==> src/rtl/booth_multiplier_if.sv <==
// Operand/result bus shared between the arithmetic unit and the Booth multiplier.
// The master issues start with the operands; the multiplier (slave) returns busy, done and product.
interface booth_multiplier_if #(
  parameter int WIDTH = 32
);
  logic                 start;
  logic [WIDTH-1:0]     x;
  logic [WIDTH-1:0]     y;
  logic                 busy;
  logic                 done;
  logic [2*WIDTH-1:0]   product;

  modport master (
    output start, x, y,
    input  busy, done, product
  );

  modport slave (
    input  start, x, y,
    output busy, done, product
  );
endinterface

==> src/rtl/booth_multiplier.sv <==
// Sequential signed radix-4 Booth multiplier: one add step and one 2-bit shift step per
// recoded digit, WIDTH/2 digits in total; the product is registered and held until the next completion.
module booth_multiplier #(
  parameter int WIDTH = 32
) (
  input  logic               clk,
  input  logic               rst_b,
  booth_multiplier_if.slave  bus
);

  localparam int AW = WIDTH + 2;
  localparam int CW = $clog2(WIDTH / 2);
  localparam logic [CW-1:0] CNT_LAST = CW'(WIDTH / 2 - 1);

  if ((WIDTH % 2) != 0 || WIDTH < 4) begin : g_bad_width
    $error("booth_multiplier: WIDTH must be even and >= 4");
  end

  typedef enum logic [1:0] {
    IDLE  = 2'd0,
    ADD   = 2'd1,
    SHIFT = 2'd2,
    DONE  = 2'd3
  } state_t;

  state_t state, state_nxt;

  logic [AW-1:0]      a;
  logic [WIDTH-1:0]   q;
  logic               q_m1;
  logic [AW-1:0]      m;
  logic [CW-1:0]      cnt;
  logic [2*WIDTH-1:0] product_r;

  logic [2:0]         digit;
  logic [AW-1:0]      addend;
  logic               subtract;
  logic [AW-1:0]      a_sum;
  logic [AW+WIDTH:0]  shift_vec;
  logic [AW-1:0]      a_sh;
  logic [WIDTH-1:0]   q_sh;
  logic               q_m1_sh;
  logic               last_iter;

  // ---------------------------------------------------------------- FSM
  // NOTE: sequential state uses non-blocking (<=) so every register samples pre-edge values.
  always_ff @(posedge clk or negedge rst_b) begin
    if (!rst_b) state <= IDLE;
    else        state <= state_nxt;
  end

  // NOTE: every always_comb output gets a default first so no path leaves it unassigned (no latch).
  always_comb begin
    state_nxt = state;
    unique case (state)
      IDLE:    if (bus.start) state_nxt = ADD;
      ADD:     state_nxt = SHIFT;
      SHIFT:   state_nxt = last_iter ? DONE : ADD;
      DONE:    state_nxt = IDLE;
      default: state_nxt = IDLE;
    endcase
  end

  always_comb begin
    bus.busy = 1'b0;
    bus.done = 1'b0;
    unique case (state)
      IDLE:    ;
      ADD,
      SHIFT:   bus.busy = 1'b1;
      DONE: begin
        bus.busy = 1'b1;
        bus.done = 1'b1;
      end
      default: ;
    endcase
  end

  // ---------------------------------------------------------------- datapath
  assign digit     = {q[1:0], q_m1};
  assign last_iter = (cnt == CNT_LAST);

  always_comb begin
    addend   = '0;
    subtract = 1'b0;
    unique case (digit)
      3'b001, 3'b010: addend = m;
      3'b011:         addend = m << 1;
      3'b100: begin
        addend   = ~(m << 1);
        subtract = 1'b1;
      end
      3'b101, 3'b110: begin
        addend   = ~m;
        subtract = 1'b1;
      end
      default:        addend = '0;
    endcase
  end

  // Two's-complement subtract as invert-plus-one; the carry out of AW bits is dropped.
  assign a_sum = a + addend + AW'(subtract);

  assign shift_vec = $signed({a, q, q_m1}) >>> 2;
  assign a_sh      = shift_vec[AW+WIDTH:WIDTH+1];
  assign q_sh      = shift_vec[WIDTH:1];
  assign q_m1_sh   = shift_vec[0];

  always_ff @(posedge clk or negedge rst_b) begin
    if (!rst_b) begin
      a         <= '0;
      q         <= '0;
      q_m1      <= 1'b0;
      m         <= '0;
      cnt       <= '0;
      product_r <= '0;
    end else begin
      unique case (state)
        IDLE: if (bus.start) begin
          m    <= {{2{bus.x[WIDTH-1]}}, bus.x};
          q    <= bus.y;
          a    <= '0;
          q_m1 <= 1'b0;
          cnt  <= '0;
        end
        ADD: a <= a_sum;
        SHIFT: begin
          a    <= a_sh;
          q    <= q_sh;
          q_m1 <= q_m1_sh;
          // The final shift leaves the exact product in the low 2*WIDTH bits of {A,Q}.
          if (last_iter) product_r <= {a_sh[WIDTH-1:0], q_sh};
          else           cnt       <= cnt + 1'b1;
        end
        DONE: ;
        default: ;
      endcase
    end
  end

  assign bus.product = product_r;

endmodule

==> src/flat_wrapper.sv <==
// flat-port wrapper written by rule: the top's interface ports become plain ports
module booth_multiplier_flat 
#(
  parameter int WIDTH = 32
)
  (clk, rst_b, bus_start, bus_x, bus_y, bus_busy, bus_done, bus_product);
  booth_multiplier_if #(.WIDTH(WIDTH)) bus_i ();
  input  logic clk;
  input  logic rst_b;
  input wire logic [$bits(bus_i.start)-1:0] bus_start;
  input wire logic [$bits(bus_i.x)-1:0] bus_x;
  input wire logic [$bits(bus_i.y)-1:0] bus_y;
  output wire logic [$bits(bus_i.busy)-1:0] bus_busy;
  output wire logic [$bits(bus_i.done)-1:0] bus_done;
  output wire logic [$bits(bus_i.product)-1:0] bus_product;
  assign bus_i.start = bus_start;
  assign bus_i.x = bus_x;
  assign bus_i.y = bus_y;
  assign bus_busy = bus_i.busy;
  assign bus_done = bus_i.done;
  assign bus_product = bus_i.product;
  booth_multiplier #(.WIDTH(WIDTH)) u_core (.clk(clk), .rst_b(rst_b), .bus(bus_i));
endmodule
==> config.mk <==
export PLATFORM = sky130hd
export DESIGN_NAME = booth_multiplier_flat
export DESIGN_NICKNAME = d
export VERILOG_FILES = /design/src/rtl/booth_multiplier_if.sv /design/src/rtl/booth_multiplier.sv /design/src/flat_wrapper.sv
export SDC_FILE = /design/constraint.sdc
export NUM_CORES = 1
export LEC_CHECK = 0
export CAP_MARGIN = 10
export CORE_AREA = 2 2 148 150
export CTS_BUF_LIST = sky130_fd_sc_hd__clkbuf_8 sky130_fd_sc_hd__clkbuf_16
export CTS_CLUSTER_DIAMETER = 60
export CTS_CLUSTER_SIZE = 16
export DETAILED_ROUTE_END_ITERATION = 7
export DIE_AREA = 0 0 150 152
export PLACE_DENSITY = 0.79
export SLEW_MARGIN = 5
export SYNTH_ARGS = -nofsm -noshare
export SYNTH_HDL_FRONTEND = slang
export SYNTH_SLANG_ARGS = --single-unit
==> constraint.sdc <==
create_clock -name clk -period 5.3 [get_ports clk]
set_clock_uncertainty 0.15 [all_clocks]
set_input_delay 1.06 -clock clk [delete_from_list [all_inputs] [get_ports clk]]
set_output_delay 1.06 -clock clk [all_outputs]
set_load 0.02 [all_outputs]
==> results of run 1 <==
## sequential cells by signal, summed over array words and instances (netlist names)
name / flops
u_core.a: 34
u_core.bus.product: 64
u_core.cnt: 4
u_core.m: 32
u_core.q: 32
u_core.q_m1: 1
u_core.state: 2
## where the power goes
part | switching (uW) | total [uW] | internal (uW)
Clock | 612 | 1250 | 641
Sequential | 375 | 1970 | 1600
Combinational | 1740 | 2910 | 1170
## cells by family (layout without fill, tap and decap cells)
family | after synthesis | count (layout) | share of synthesized area (%)
AOI/OAI and AO/OA | 272 | 272 | 18.2
xor gates and xnor gates | 62 | 62 | 5.76
adders and majority gates | 40 | 40 | 5.47
buffers and inverters | 75 | 198 | 3.25
DFF | 169 | 169 | 44.9
muxes | 127 | 127 | 14.7
and+or+nand+nor | 158 | 158 | 7.69
## worst max-delay path, stage by stage (launching register included)
cell                       delay, ns
sky130_fd_sc_hd__dfrtp_2        0.68
sky130_fd_sc_hd__buf_4          0.43
sky130_fd_sc_hd__a21oi_1        0.11
sky130_fd_sc_hd__o22ai_1        0.17
sky130_fd_sc_hd__a31oi_1        0.08
sky130_fd_sc_hd__fa_1           0.44
sky130_fd_sc_hd__a21oi_1        0.25
sky130_fd_sc_hd__o211ai_2       0.17
sky130_fd_sc_hd__a21oi_2        0.30
sky130_fd_sc_hd__o221ai_1       0.28
sky130_fd_sc_hd__a311oi_1       0.58
sky130_fd_sc_hd__nor2_1         0.14
sky130_fd_sc_hd__a31oi_1        0.22
sky130_fd_sc_hd__xor2_1         0.16
sky130_fd_sc_hd__o21ai_1        0.07
## cells in the final DEF, fill, tap and decap left out, types with 5 or more instances in the layout
master | synthesis | routed
sky130_fd_sc_hd__nor2b_1 | 5 | 5
sky130_fd_sc_hd__xor2_1 | 51 | 50
sky130_fd_sc_hd__dfrtp_1 | 169 | 168
sky130_fd_sc_hd__nand4_1 | 6 | 6
sky130_fd_sc_hd__o21ai_1 | 6 | 6
sky130_fd_sc_hd__inv_8 | 0 | 6
sky130_fd_sc_hd__xnor2_1 | 11 | 11
sky130_fd_sc_hd__a21oi_1 | 37 | 37
sky130_fd_sc_hd__clkbuf_16 | 0 | 17
sky130_fd_sc_hd__nand2b_1 | 5 | 5
sky130_fd_sc_hd__ha_1 | 38 | 37
sky130_fd_sc_hd__nor2_1 | 26 | 25
sky130_fd_sc_hd__a21o_1 | 18 | 18
sky130_fd_sc_hd__o21ai_0 | 103 | 102
sky130_fd_sc_hd__a21oi_2 | 6 | 6
sky130_fd_sc_hd__buf_4 | 2 | 12
sky130_fd_sc_hd__inv_1 | 21 | 21
sky130_fd_sc_hd__mux2i_1 | 33 | 33
sky130_fd_sc_hd__mux2_2 | 94 | 94
sky130_fd_sc_hd__clkdlybuf4s50_1 | 0 | 131
sky130_fd_sc_hd__a22oi_1 | 58 | 58
sky130_fd_sc_hd__nand3_1 | 13 | 13
sky130_fd_sc_hd__o31ai_1 | 5 | 5
sky130_fd_sc_hd__nand2_1 | 83 | 83
## per-stage QoR
step	setup WS (ns)	instances	util (%)	hold WS, ns
floorplan	1.14	903	-	0.317
global placement	1.20	1274	51.5	0.317
detailed placement	1.09	1274	51.5	0.326
CTS	1.01	1306	54.3	0.347
global route	0.670	1306	54.3	0.366
finish	0.935	1306	54.3	0.345
## cell type report
| cell class | count | area, um2 | share of cell area (%) |
|---|---|---|---|
| Clock inverter | 15 | 176 | 1.52 |
| Inverter | 21 | 78.8 | 0.679 |
| Multi-Input combinational cell | 659 | 4910 | 42.3 |
| Timing Repair Buffer | 145 | 1430 | 12.3 |
| Clock buffer | 17 | 425 | 3.67 |
| Tap cell | 280 | 350 | 3.02 |
| Sequential cell | 169 | 4230 | 36.5 |
## layer usage
metal,vias up,GRT usage [%]
li1,3496,-
met1,3660,27.8
met2,232,34.1
met3,41,4.05
met4,0,8.13
met5,-,0
## worst paths after layout
kind | slack, ns | endpoint | cells after the start | start
min | 0.35 | u_core.bus.product[63] | 2 | u_core.bus.product[63]
min in group asynchronous | 0.50 | u_core.q[3] | 1 | rst_b
max | 0.93 | u_core.a[31] | 14 | u_core.q[1]
min reg2reg | 0.35 | u_core.bus.product[63] | 2 | u_core.bus.product[63]
max reg2reg | 0.93 | u_core.a[31] | 14 | u_core.q[1]
max in group asynchronous | 3.53 | u_core.m[3] | 2 | rst_b
==> tab_implementation.tex, run 1 <==
\begin{tabular}{lr}
\hline
Metric & Value \\
\hline
\multicolumn{2}{l}{\textbf{Run status}} \\
\quad Status & finished, final reports clean \\
\multicolumn{2}{l}{\textbf{Flow run}} \\
\quad Max-cap violations & 0 \\
\multicolumn{2}{l}{\textbf{Synthesis}} \\
\quad Total standard cell area after synthesis & 0.00942 mm2 \\
\quad Commonest cells in the synthesized netlist & sky130\_fd\_sc\_hd\_\_dfrtp\_1, sky130\_fd\_sc\_hd\_\_o21ai\_0, sky130\_fd\_sc\_hd\_\_mux2\_2 \\
\quad Netlist cell types & 62 \\
\quad Sequential fraction of the synthesis area & 44.9\% \\
\quad Cell accounting for the most synthesized area & sky130\_fd\_sc\_hd\_\_dfrtp\_1 \\
\quad Synthesized flop and latch total & roughly 170 \\
\quad Synth Warn \# & 0 \\
\quad Number of synthesized flops with an enable pin & 0 \\
\quad Fraction of synthesis flops using an asynchronous set or reset pin & 100\% \\
\quad Share of the synthesized area in the top cell type & 44.9\% \\
\quad Primary FF master, synth & sky130\_fd\_sc\_hd\_\_dfrtp\_1 \\
\quad Cell types occupying the most area after synthesis & sky130\_fd\_sc\_hd\_\_dfrtp\_1, sky130\_fd\_sc\_hd\_\_mux2\_2, sky130\_fd\_sc\_hd\_\_o21ai\_0 \\
\quad Instance count of the mapped netlist & approximately 900 \\
\quad Number of nets produced by synthesis & around 1k \\
\quad Post-synthesis area per instance & 10.4 um2 \\
\quad Dominant cell by count in the synthesized netlist & sky130\_fd\_sc\_hd\_\_dfrtp\_1 \\
\multicolumn{2}{l}{\textbf{Global routing}} \\
\quad Wire length of the first global-routing pass & $\sim$38 mm \\
\quad Maximum number of pins on one net before global-route repair & 87 \\
\quad Antenna violations before repair & 0 \\
\quad Number of global-route vias before repair & 7361 \\
\quad Tot GR Track Use & 21.0\% \\
\quad Residual overflow from global routing & 0 \\
\multicolumn{2}{l}{\textbf{CTS}} \\
\quad Post\_cts resized & 0 \\
\quad Total setup buffers inserted after CTS & 0 \\
\quad Library cell used as clock root buffer & sky130\_fd\_sc\_hd\_\_clkbuf\_16 \\
\quad Sink count of the clock tree & 169 \\
\quad TritonCTS clock tree & done \\
\quad Insertion delay to the later sink of the worst-skew pair & 0.43 ns \\
\quad Number of clock buffers inserted by TritonCTS & 17 \\
\quad Hold-fix buffers at CTS & 0 \\
\quad Clk buf depth & 2 \\
\quad H-tree depth & 4 \\
\quad Clock-pin transition on the worst setup and hold timing paths & 0.08 ns \\
\multicolumn{2}{l}{\textbf{Timing}} \\
\quad Relative slew slack & 27.3\% \\
\quad Highest clock frequency the design can meet & 229 MHz \\
\quad Measured slew at the worst slew-check pin & 1.09 ns \\
\quad Setup violations, final & 0 \\
\quad Number of max-slew violations in the final report & 0 \\
\quad Total negative slack for setup checks & 0 ns \\
\quad RSZ-0062 raised after global routing & false \\
\quad Crit path time final & 4.37 ns \\
\quad Number of hold-slack violations in the final timing report & 0 \\
\quad Period utilization & 82.4\% \\
\multicolumn{2}{l}{\textbf{Drt}} \\
\quad Wire per inst & 17.8 um \\
\quad Top routing layer in use & met4 \\
\quad Total wire length & 23.3 mm \\
\quad Number of antenna-violating nets in the routed design & 0 \\
\quad Met3 wire length & 1.15 mm \\
\quad Via count & roughly 7.4k \\
\quad Met2 WL post-DR & between 10 and 15 mm \\
\quad Number of DRC violations after detailed routing & 0 \\
\quad Number of vias per cell & 5.69 \\
\quad Detailed-router iteration count before antenna repair & 5 \\
\quad 1st-iter DRT viols & 658 \\
\quad Detailed-routing wirelength on met1 & between 10 and 15 mm \\
\multicolumn{2}{l}{\textbf{Final layout}} \\
\quad Layout area overhead & 23.2\% \\
\quad Number of diodes added for antenna fixing & 0 \\
\quad Area of all placed cells without fillers & 0.0116 mm2 \\
\quad Filler instances & 1854 \\
\quad Final \#Nets & 1120 \\
\quad Layout cell share with drive strength beyond 1 & 15.6\% \\
\multicolumn{2}{l}{\textbf{Floorplanning}} \\
\quad Die span in y & 152 um \\
\quad Starting utilization of the core area & 44.1\% \\
\quad Total core area & 0.0214 mm2 \\
\quad Standard-cell rows & between 50 and 60 \\
\quad Total Die Area & 0.0228 mm2 \\
\quad Die extent in x & around 150 um \\
\quad Num ports & between 100 and 150 \\
\multicolumn{2}{l}{\textbf{Worst setup path}} \\
\quad Crit Path Max Fanout & 24 \\
\quad Data arrival time of the critical path & $\sim$4.5 ns \\
\quad Crit Path Category & register to register \\
\quad CP required & 5.45 ns \\
\quad Startpoint class of the critical path & register \\
\quad CP endpoint kind & register \\
\multicolumn{2}{l}{\textbf{Placed design}} \\
\quad Number of I/O port buffers & 132 \\
\quad Detailed placement HPWL & between 15 and 20 mm \\
\quad Placed cell areas & about 0.011 mm2 \\
\quad Final weighted congestion in routability-driven placement & 0.905 \\
\multicolumn{2}{l}{\textbf{Power}} \\
\quad Total Power & 6130 uW \\
\quad Power density over the cells & about 530 mW/mm2 \\
\quad Peak supply drop & 277 uV \\
\quad Static leakage & 0.00524 uW \\
\multicolumn{2}{l}{\textbf{Worst hold path}} \\
\quad Kind of path behind the tightest hold check & register to register \\
\hline
\end{tabular}
No activity file was read; power rests on OpenSTA's default activity.
==> run 2, diff against run 1 <==
--- a/config.mk
+++ b/config.mk
@@ -12,7 +12,7 @@
 export CTS_CLUSTER_SIZE = 16
 export DETAILED_ROUTE_END_ITERATION = 7
 export DIE_AREA = 0 0 150 152
-export PLACE_DENSITY = 0.79
+export PLACE_DENSITY = 0.82
 export SLEW_MARGIN = 5
 export SYNTH_ARGS = -nofsm -noshare
 export SYNTH_HDL_FRONTEND = slang
==> constraint.sdc (replaced) <==
create_clock -name clk -period 4 [get_ports clk]
set_clock_uncertainty 0.15 [all_clocks]
set_input_delay 0.8 -clock clk [delete_from_list [all_inputs] [get_ports clk]]
set_output_delay 0.8 -clock clk [all_outputs]
set_load 0.02 [all_outputs]
==> run 2 against run 1 <==
Non-clock buffer count is 28 higher. Clock power grew 32%. Sequential share of layout area down 1.0 points. Wire length increased by 3.8%. Final area up 2.8%. Worst setup slack worse by 0.73 ns. Sequential power rose by 30%.
==> tab_implementation.tex, run 2 (synthesis results as in run 1) <==
\begin{tabular}{lr}
\hline
Metric & Value \\
\hline
\multicolumn{2}{l}{\textbf{Final layout}} \\
\quad Number of diodes added for antenna fixing & 0 (unchanged) \\
\quad Layout cell share with drive strength beyond 1 & 19.0\% (+3.4 points) \\
\quad Finished Core Util & 55.9\% (+1.5 points) \\
\quad Layout area overhead & 26.7\% \\
\quad Most common cell after layout, fill and taps aside & sky130\_fd\_sc\_hd\_\_dfrtp\_1 \\
\quad Most used cells in the layout excluding fill and tap cells & sky130\_fd\_sc\_hd\_\_dfrtp\_1, sky130\_fd\_sc\_hd\_\_clkdlybuf4s50\_1, sky130\_fd\_sc\_hd\_\_o21ai\_0 \\
\quad Final \#Nets & 1149 (+2.6\%) \\
\quad Area of all placed cells without fillers & 0.0119 mm2 (+2.8\%) \\
\quad Max FFs per register & 64 (unchanged) \\
\multicolumn{2}{l}{\textbf{Drt}} \\
\quad Total wire length & 24.2 mm (+3.8\%) \\
\quad Number of vias per cell & 5.67 (-0.32\%) \\
\quad Detailed-router iteration count before antenna repair & 8 (+3) \\
\quad 1st-iter DRT viols & 583 (-11\%) \\
\quad Via count & 7570 (+1.9\%) \\
\quad Number of DRC violations after detailed routing & 0 (unchanged) \\
\quad Wire per inst & 18.1 um (+1.5\%) \\
\quad Number of antenna-violating nets in the routed design & 0 (unchanged) \\
\multicolumn{2}{l}{\textbf{Global routing}} \\
\quad Antenna violations before repair & 0 (unchanged) \\
\quad Global routing met1 resource utilization & 29.1\% (+1.3 points) \\
\quad Number of global-route vias before repair & 7522 (+2.2\%) \\
\quad Met2 global-route usage & 34.1\% (-0.065 points) \\
\quad Maximum number of pins on one net before global-route repair & 71 (-18\%) \\
\quad Residual overflow from global routing & 0 (unchanged) \\
\quad Tot GR Track Use & 21.4\% (+0.36 points) \\
\quad Met3 track demand over resource in global routing & 3.69\% (-0.36 points) \\
\quad GRT Max-Usage Layer & met2 \\
\quad Wire length of the first global-routing pass & 39.2 mm (+2.7\%) \\
\multicolumn{2}{l}{\textbf{CTS}} \\
\quad Number of clock buffers inserted by TritonCTS & 17 (unchanged) \\
\quad Clk buf depth & 2 (unchanged) \\
\quad H-tree depth & 4 (unchanged) \\
\quad Insertion delay to the later sink of the worst-skew pair & 0.44 ns (about the same) \\
\quad Clock-pin transition on the worst setup and hold timing paths & 0.07 ns (about the same) \\
\quad TritonCTS clock tree & done \\
\quad Sink count of the clock tree & 169 (unchanged) \\
\quad Hold-fix buffers at CTS & 0 (unchanged) \\
\quad Library cell used as clock root buffer & sky130\_fd\_sc\_hd\_\_clkbuf\_16 \\
\multicolumn{2}{l}{\textbf{Floorplanning}} \\
\quad Standard-cell rows & 54 (unchanged) \\
\quad Die extent in x & 150 um (unchanged) \\
\quad Total core area & 0.0214 mm2 (unchanged) \\
\quad Num ports & 133 (unchanged) \\
\quad Starting utilization of the core area & 44.1\% (unchanged) \\
\quad Die span in y & 152 um (unchanged) \\
\quad Total Die Area & 0.0228 mm2 (unchanged) \\
\multicolumn{2}{l}{\textbf{Power}} \\
\quad Static leakage & 0.00540 uW (+3.1\%) \\
\quad Power density over the cells & 718 mW/mm2 (+36\%) \\
\quad Clock network fraction of total power & 19.2\% (-1.2 points) \\
\quad Internal & 4800 uW (+41\%) \\
\quad Power spent charging and discharging nets & 3770 uW (+38\%) \\
\quad Power share of the sequential group & 30.0\% (-2.1 points) \\
\quad Switching share of power & 44.0\% (-0.49 points) \\
\quad Combinational cell fraction of total power & 50.8\% (+3.4 points) \\
\quad Peak supply drop & 387 uV (+39\%) \\
\multicolumn{2}{l}{\textbf{Worst setup path}} \\
\quad CP required & 4.17 ns (-1.28 ns) \\
\quad Length in cells of the worst reg-to-reg path & 16 (+2) \\
\quad Startpoint class of the critical path & register \\
\quad Data arrival time of the critical path & 3.97 ns (-0.55 ns) \\
\quad Crit Path Max Fanout & 26 (+8.3\%) \\
\quad Crit Path Category & register to register \\
\quad CP endpoint kind & register \\
\multicolumn{2}{l}{\textbf{Placed design}} \\
\quad Placed cell areas & 0.0111 mm2 (+1.2\%) \\
\quad Detailed placement HPWL & 16.5 mm (+2.3\%) \\
\quad Final weighted congestion in routability-driven placement & 0.936 (+3.4\%) \\
\quad Setup WS pre-CTS & -0.239 ns (-1.33 ns) \\
\quad Number of I/O port buffers & 132 (unchanged) \\
\multicolumn{2}{l}{\textbf{Worst hold path}} \\
\quad Kind of path behind the tightest hold check & input pin to asynchronous set/reset pin \\
\multicolumn{2}{l}{\textbf{Timing}} \\
\quad Number of max-slew violations in the final report & 0 (unchanged) \\
\quad Crit path time final & 3.80 ns (-0.566 ns) \\
\quad Measured slew at the worst slew-check pin & 0.934 ns (-0.157 ns) \\
\quad Relative slew slack & 37.7\% (+10 points) \\
\quad Setup violations, final & 0 (unchanged) \\
\quad Number of hold-slack violations in the final timing report & 0 (unchanged) \\
\quad Highest clock frequency the design can meet & 263 MHz (+15\%) \\
\quad Period utilization & 95.0\% (+13 points) \\
\quad Worst-case setup margin in the final layout & 0.200 ns (-0.734 ns) \\
\quad Total negative slack for setup checks & 0 ns (unchanged) \\
\multicolumn{2}{l}{\textbf{Flow run}} \\
\quad Max-cap violations & 0 (unchanged) \\
\multicolumn{2}{l}{\textbf{Run status}} \\
\quad Status & finished, final reports clean \\
\hline
\end{tabular}
run 2: per-layer routing:
layer  wire length [um]  up-vias  part of all wire [%]
met5                  0        -                     0
met4                780        0                   3.2
met3               1060       56                   4.4
met2              11700      224                    49
met1              10600     3734                    44
li1                   -     3556                     -
run 2: power by group through the flow:
stage / combinational [uW] / clock (uW) / sequential (uW)
after global routing: 4780 / 1760 / 2620
after global placement: 3880 / 0 / 2570
final: 4350 / 1650 / 2570
after floorplan: 3050 / 0 / 2420
after CTS: 4080 / 1680 / 2560
after detailed placement: 4000 / 0 / 2580
run 2: path summary, 6_finish.rpt:
path	start	to	slack [ns]
max in group asynchronous	rst_b	u_core.q[10]	2.60
max	u_core.q[1]	u_core.a[31]	0.20
min in group clk	u_core.bus.product[31]	u_core.bus.product[31]	0.35
min reg2reg	u_core.bus.product[31]	u_core.bus.product[31]	0.35
max reg2reg	u_core.q[1]	u_core.a[31]	0.20
min	rst_b	u_core.bus.product[3]	0.17
run 2: layout make-up:
class / count / area [um2]
Fill cell: 1840 / 9420
Multi-Input combinational cell: 660 / 5000
Sequential cell: 169 / 4230
Timing Repair Buffer: 173 / 1680
Clock buffer: 17 / 425
Tap cell: 280 / 350
Clock inverter: 15 / 171
Inverter: 21 / 78.8
run 2: stage by stage:
| step | hold WS, ns | cells | total power (uW) |
|---|---|---|---|
| 2_1_floorplan | 0.317 | 903 | 5460 |
| 3_3_place_gp | 0.318 | 1292 | 6450 |
| 3_5_place_dp | 0.326 | 1292 | 6580 |
| 4_1_cts | 0.208 | 1324 | 8320 |
| 5_1_grt | 0.219 | 1335 | 9160 |
| 6_report | 0.166 | 1335 | 8570 |
run 2: what timing repair did:
| item | CTS | global route |
|---|---|---|
| buffers inserted | 0 | 10 |
| resized for setup | 6 | 17 |
| gates cloned | 0 | 1 |
| endpoints found under the setup margin | 11 | 9 |
| endpoints found under the hold margin | 0 | 0 |
| pin swaps | 0 | 8 |
run 2: critical path: stages, from the launching register on:
cell	delay (ns)
sky130_fd_sc_hd__dfrtp_2	0.45
sky130_fd_sc_hd__buf_12	0.18
sky130_fd_sc_hd__buf_8	0.18
sky130_fd_sc_hd__xor2_1	0.17
sky130_fd_sc_hd__a221oi_1	0.35
sky130_fd_sc_hd__inv_1	0.08
sky130_fd_sc_hd__ha_1	0.28
sky130_fd_sc_hd__a21oi_1	0.25
sky130_fd_sc_hd__o211ai_2	0.19
sky130_fd_sc_hd__a21oi_4	0.23
sky130_fd_sc_hd__o221ai_2	0.18
sky130_fd_sc_hd__a311oi_1	0.30
sky130_fd_sc_hd__buf_4	0.17
sky130_fd_sc_hd__nor2_1	0.07
sky130_fd_sc_hd__a31oi_1	0.19
sky130_fd_sc_hd__xor2_1	0.17
sky130_fd_sc_hd__o21ai_1	0.07
==> run 3, diff against run 2 <==
==> constraint.sdc (replaced) <==
create_clock -name clk -period 3.2 [get_ports clk]
set_clock_uncertainty 0.15 [all_clocks]
set_input_delay 0.64 -clock clk [delete_from_list [all_inputs] [get_ports clk]]
set_output_delay 0.64 -clock clk [all_outputs]
set_load 0.02 [all_outputs]
==> run 3 against run 2 <==
The run now ends with setup timing left. Utilization is 8.2 points higher. Final cell count is 9.8% higher. Register-to-register slack worse by 0.69 ns. Combinational power is 72% higher. Total power is 51% higher. Worst setup slack worse by 0.69 ns. Maximum frequency is 2.9% higher. Largest power group unchanged. Sequential power is 27% higher. Die area stayed put. Sequential cell count stayed put. Global-route usage is 2.3 points higher. Critical path depth is 1 higher.
==> tab_implementation.tex, run 3 (synthesis results as in run 1) <==
\begin{tabular}{lr}
\hline
Metric & Value \\
\hline
\multicolumn{2}{l}{\textbf{Timing}} \\
\quad Highest clock frequency the design can meet & 271 MHz (+2.9\%) \\
\quad Number of hold-slack violations in the final timing report & 0 (unchanged) \\
\quad Setup violations, final & 22 (+22) \\
\quad Worst-case setup margin in the final layout & -0.493 ns (-0.693 ns) \\
\quad Period utilization & 115\% (+20 points) \\
\quad Measured slew at the worst slew-check pin & 1.12 ns (+0.186 ns) \\
\quad WHS & 0.358 ns (+0.191 ns) \\
\quad Number of max-slew violations in the final report & 0 (unchanged) \\
\quad Crit path time final & 3.69 ns (-0.107 ns) \\
\quad Relative slew slack & 25.0\% (-13 points) \\
\quad RSZ-0062 raised after global routing & true \\
\multicolumn{2}{l}{\textbf{Global routing}} \\
\quad Maximum number of pins on one net before global-route repair & 54 (-24\%) \\
\quad Wire length of the first global-routing pass & 43.4 mm (+11\%) \\
\quad Number of global-route vias before repair & 8422 (+12\%) \\
\quad Antenna violations before repair & 0 (unchanged) \\
\quad Tot GR Track Use & 23.7\% (+2.3 points) \\
\quad Residual overflow from global routing & 0 (unchanged) \\
\multicolumn{2}{l}{\textbf{Final layout}} \\
\quad Area of all placed cells without fillers & 0.0137 mm2 (+15\%) \\
\quad Max FFs per register & 64 (unchanged) \\
\quad Layout area overhead & 45.2\% \\
\quad Filler instances & 1552 (-16\%) \\
\quad Number of diodes added for antenna fixing & 0 (unchanged) \\
\quad Most common cell after layout, fill and taps aside & sky130\_fd\_sc\_hd\_\_dfrtp\_1 \\
\quad Most used cells in the layout excluding fill and tap cells & sky130\_fd\_sc\_hd\_\_dfrtp\_1, sky130\_fd\_sc\_hd\_\_buf\_4, sky130\_fd\_sc\_hd\_\_clkdlybuf4s50\_1 \\
\quad Final \#Nets & 1280 (+11\%) \\
\quad Area used by multi-input combinational logic & 0.00560 mm2 (+12\%) \\
\quad Layout cell share with drive strength beyond 1 & 34.3\% (+15 points) \\
\quad Sequential cell area & 0.00424 mm2 (+0.12\%) \\
\multicolumn{2}{l}{\textbf{Worst setup path}} \\
\quad Crit-path cells & nand2\_4 -> nor2\_4 -> buf\_6 -> buf\_4 -> a22oi\_1 -> o21ai\_0 -> ha\_1 -> nand2\_1 -> o22ai\_2 -> a2111oi\_4 -> buf\_4 -> o32ai\_4 -> a211oi\_4 -> o31ai\_4 -> xnor2\_2 -> a221oi\_2 -> o22ai\_1 \\
\quad Crit Path Max Fanout & 8 (-69\%) \\
\quad Cell repeated most along the worst path & sky130\_fd\_sc\_hd\_\_buf\_4 \\
\quad Worst R2R Setup Slack & -0.49 ns (-0.69 ns) \\
\quad Startpoint class of the critical path & register \\
\quad Worst path slowest cell & sky130\_fd\_sc\_hd\_\_dfrtp\_4 \\
\quad Delay contributed by the slowest stage of the critical path & 0.59 ns (+0.14 ns) \\
\quad CP endpoint kind & register \\
\quad Length in cells of the worst reg-to-reg path & 17 (+1) \\
\quad Reg2reg start & u\_core.q[0] \\
\quad End of the worst register-to-register path & u\_core.a[33] \\
\quad Crit Path Category & register to register \\
\quad CP required & 3.36 ns (-0.81 ns) \\
\quad Data arrival time of the critical path & 3.85 ns (-0.12 ns) \\
\multicolumn{2}{l}{\textbf{Power}} \\
\quad Peak supply drop & 430 uV (+11\%) \\
\quad Internal & 7200 uW (+50\%) \\
\quad Switching share of power & 44.3\% (+0.30 points) \\
\quad Static leakage & 0.00622 uW (+15\%) \\
\quad Combinational cell fraction of total power & 58.0\% (+7.2 points) \\
\quad Clock network fraction of total power & 16.8\% (-2.4 points) \\
\quad Total Power & 12900 uW (+51\%) \\
\quad Power spent charging and discharging nets & 5730 uW (+52\%) \\
\quad Power share of the sequential group & 25.2\% (-4.8 points) \\
\quad Power density over the cells & 945 mW/mm2 (+32\%) \\
\multicolumn{2}{l}{\textbf{Run status}} \\
\quad Violations in the final reports & setup timing \\
\quad Status & finished, violations left \\
\multicolumn{2}{l}{\textbf{Floorplanning}} \\
\quad Starting utilization of the core area & 44.1\% (unchanged) \\
\quad Standard-cell rows & 54 (unchanged) \\
\quad Die span in y & 152 um (unchanged) \\
\quad Num ports & 133 (unchanged) \\
\quad Total Die Area & 0.0228 mm2 (unchanged) \\
\quad Die extent in x & 150 um (unchanged) \\
\quad Total core area & 0.0214 mm2 (unchanged) \\
\multicolumn{2}{l}{\textbf{Placed design}} \\
\quad Final weighted congestion in routability-driven placement & 0.917 (-2.1\%) \\
\quad Detailed placement HPWL & 17.7 mm (+7.3\%) \\
\quad Setup WS pre-CTS & -0.557 ns (-0.318 ns) \\
\quad Number of I/O port buffers & 132 (unchanged) \\
\quad Placed cell areas & 0.0120 mm2 (+8.1\%) \\
\multicolumn{2}{l}{\textbf{Drt}} \\
\quad 1st-iter DRT viols & 780 (+34\%) \\
\quad Number of antenna-violating nets in the routed design & 0 (unchanged) \\
\quad Total wire length & 28.2 mm (+17\%) \\
\quad Via count & 8522 (+13\%) \\
\quad Number of vias per cell & 5.81 (+2.5\%) \\
\quad Met2 WL post-DR & 13.6 mm (+16\%) \\
\quad Detailed-router iteration count before antenna repair & 7 (-1) \\
\quad Number of DRC violations after detailed routing & 0 (unchanged) \\
\quad Wire per inst & 19.2 um (+6.1\%) \\
\quad Top routing layer in use & met4 \\
\quad Detailed-routing wirelength on met1 & 11.1 mm (+5.3\%) \\
\quad Met3 wire length & 2.36 mm (+120\%) \\
\multicolumn{2}{l}{\textbf{CTS}} \\
\quad H-tree depth & 4 (unchanged) \\
\quad Number of clock buffers inserted by TritonCTS & 17 (unchanged) \\
\quad Insertion delay to the later sink of the worst-skew pair & 0.45 ns (about the same) \\
\quad Sink count of the clock tree & 169 (unchanged) \\
\quad TritonCTS clock tree & done \\
\quad Clk buf depth & 2 (unchanged) \\
\quad Library cell used as clock root buffer & sky130\_fd\_sc\_hd\_\_clkbuf\_16 \\
\quad Clock-pin transition on the worst setup and hold timing paths & 0.08 ns (about the same) \\
\multicolumn{2}{l}{\textbf{Worst hold path}} \\
\quad Start point of the worst hold path & u\_core.bus.product[31] \\
\quad Hold Path Sink & u\_core.bus.product[31] \\
\quad Kind of path behind the tightest hold check & register to register \\
\quad Cells on Worst Hold Path & 2 \\
\multicolumn{2}{l}{\textbf{Flow run}} \\
\quad Max-cap violations & 0 (unchanged) \\
\hline
\end{tabular}
[run 3: worst max-delay path by stage]
stage	from	end	cells past startpoint	slack (ns)
global placement	u_core.q[0]	u_core.a[33]	14	-0.50
detailed placement	u_core.q[0]	u_core.a[33]	15	-0.56
CTS	u_core.q_m1	u_core.a[33]	16	-0.40
finish	u_core.q[0]	u_core.a[33]	17	-0.49
floorplan	u_core.q[1]	u_core.a[33]	17	-0.24
global route	u_core.q[0]	u_core.a[33]	16	-0.61
[run 3: cell type report]
cell class	count	area share [%]
multi-input combinational	662	40.9
sequential	169	31.0
timing repair buffer	302	20.2
clock buffer	17	3.11
tap	280	2.56
clock inverter	15	1.64
inverter	21	0.576
[run 3: timing repair]
action | in CTS | in global routing
gates cloned | 3 | 0
setup buffers | 32 | 13
pin swaps | 40 | 57
hold buffers | 1 | 0
resized for setup | 86 | 79
setup endpoints to repair | 23 | 27
hold endpoints to repair | 38 | 0
[run 3: critical path, delay by kind of cell, from the launching register on]
kind | cells | cell delay (ns)
and+or+nand+nor | 3 | 0.31
xor gates and xnor gates | 1 | 0.15
buffers and inverters | 3 | 0.47
AOI/OAI and AO/OA | 9 | 1.59
DFF | 1 | 0.59
adders and majority gates | 1 | 0.30
[run 3: routing by layer]
layer,vias to the layer above,global-route usage (%)
li1,3819,-
met1,4184,30.6
met2,419,38.7
met3,100,5.92
met4,0,8.13
met5,-,0
[run 3: power groups by stage]
stage / Clock, uW / Sequential, uW / Combinational, uW
floorplan: 0 / 3030 / 3960
global route: 2300 / 3310 / 8040
finish: 2170 / 3260 / 7500
global placement: 0 / 3200 / 5860
detailed placement: 0 / 3220 / 6020
CTS: 2210 / 3210 / 6640
[run 3: through the flow]
step	cells	TNS (ns)	utilization, %
floorplan	903	-0.443	-
global placement	1398	-4.61	56.4
detailed placement	1398	-6.29	56.4
CTS	1457	-3.06	62.2
global route	1466	-8.21	64.1
finish	1466	-5.68	64.1
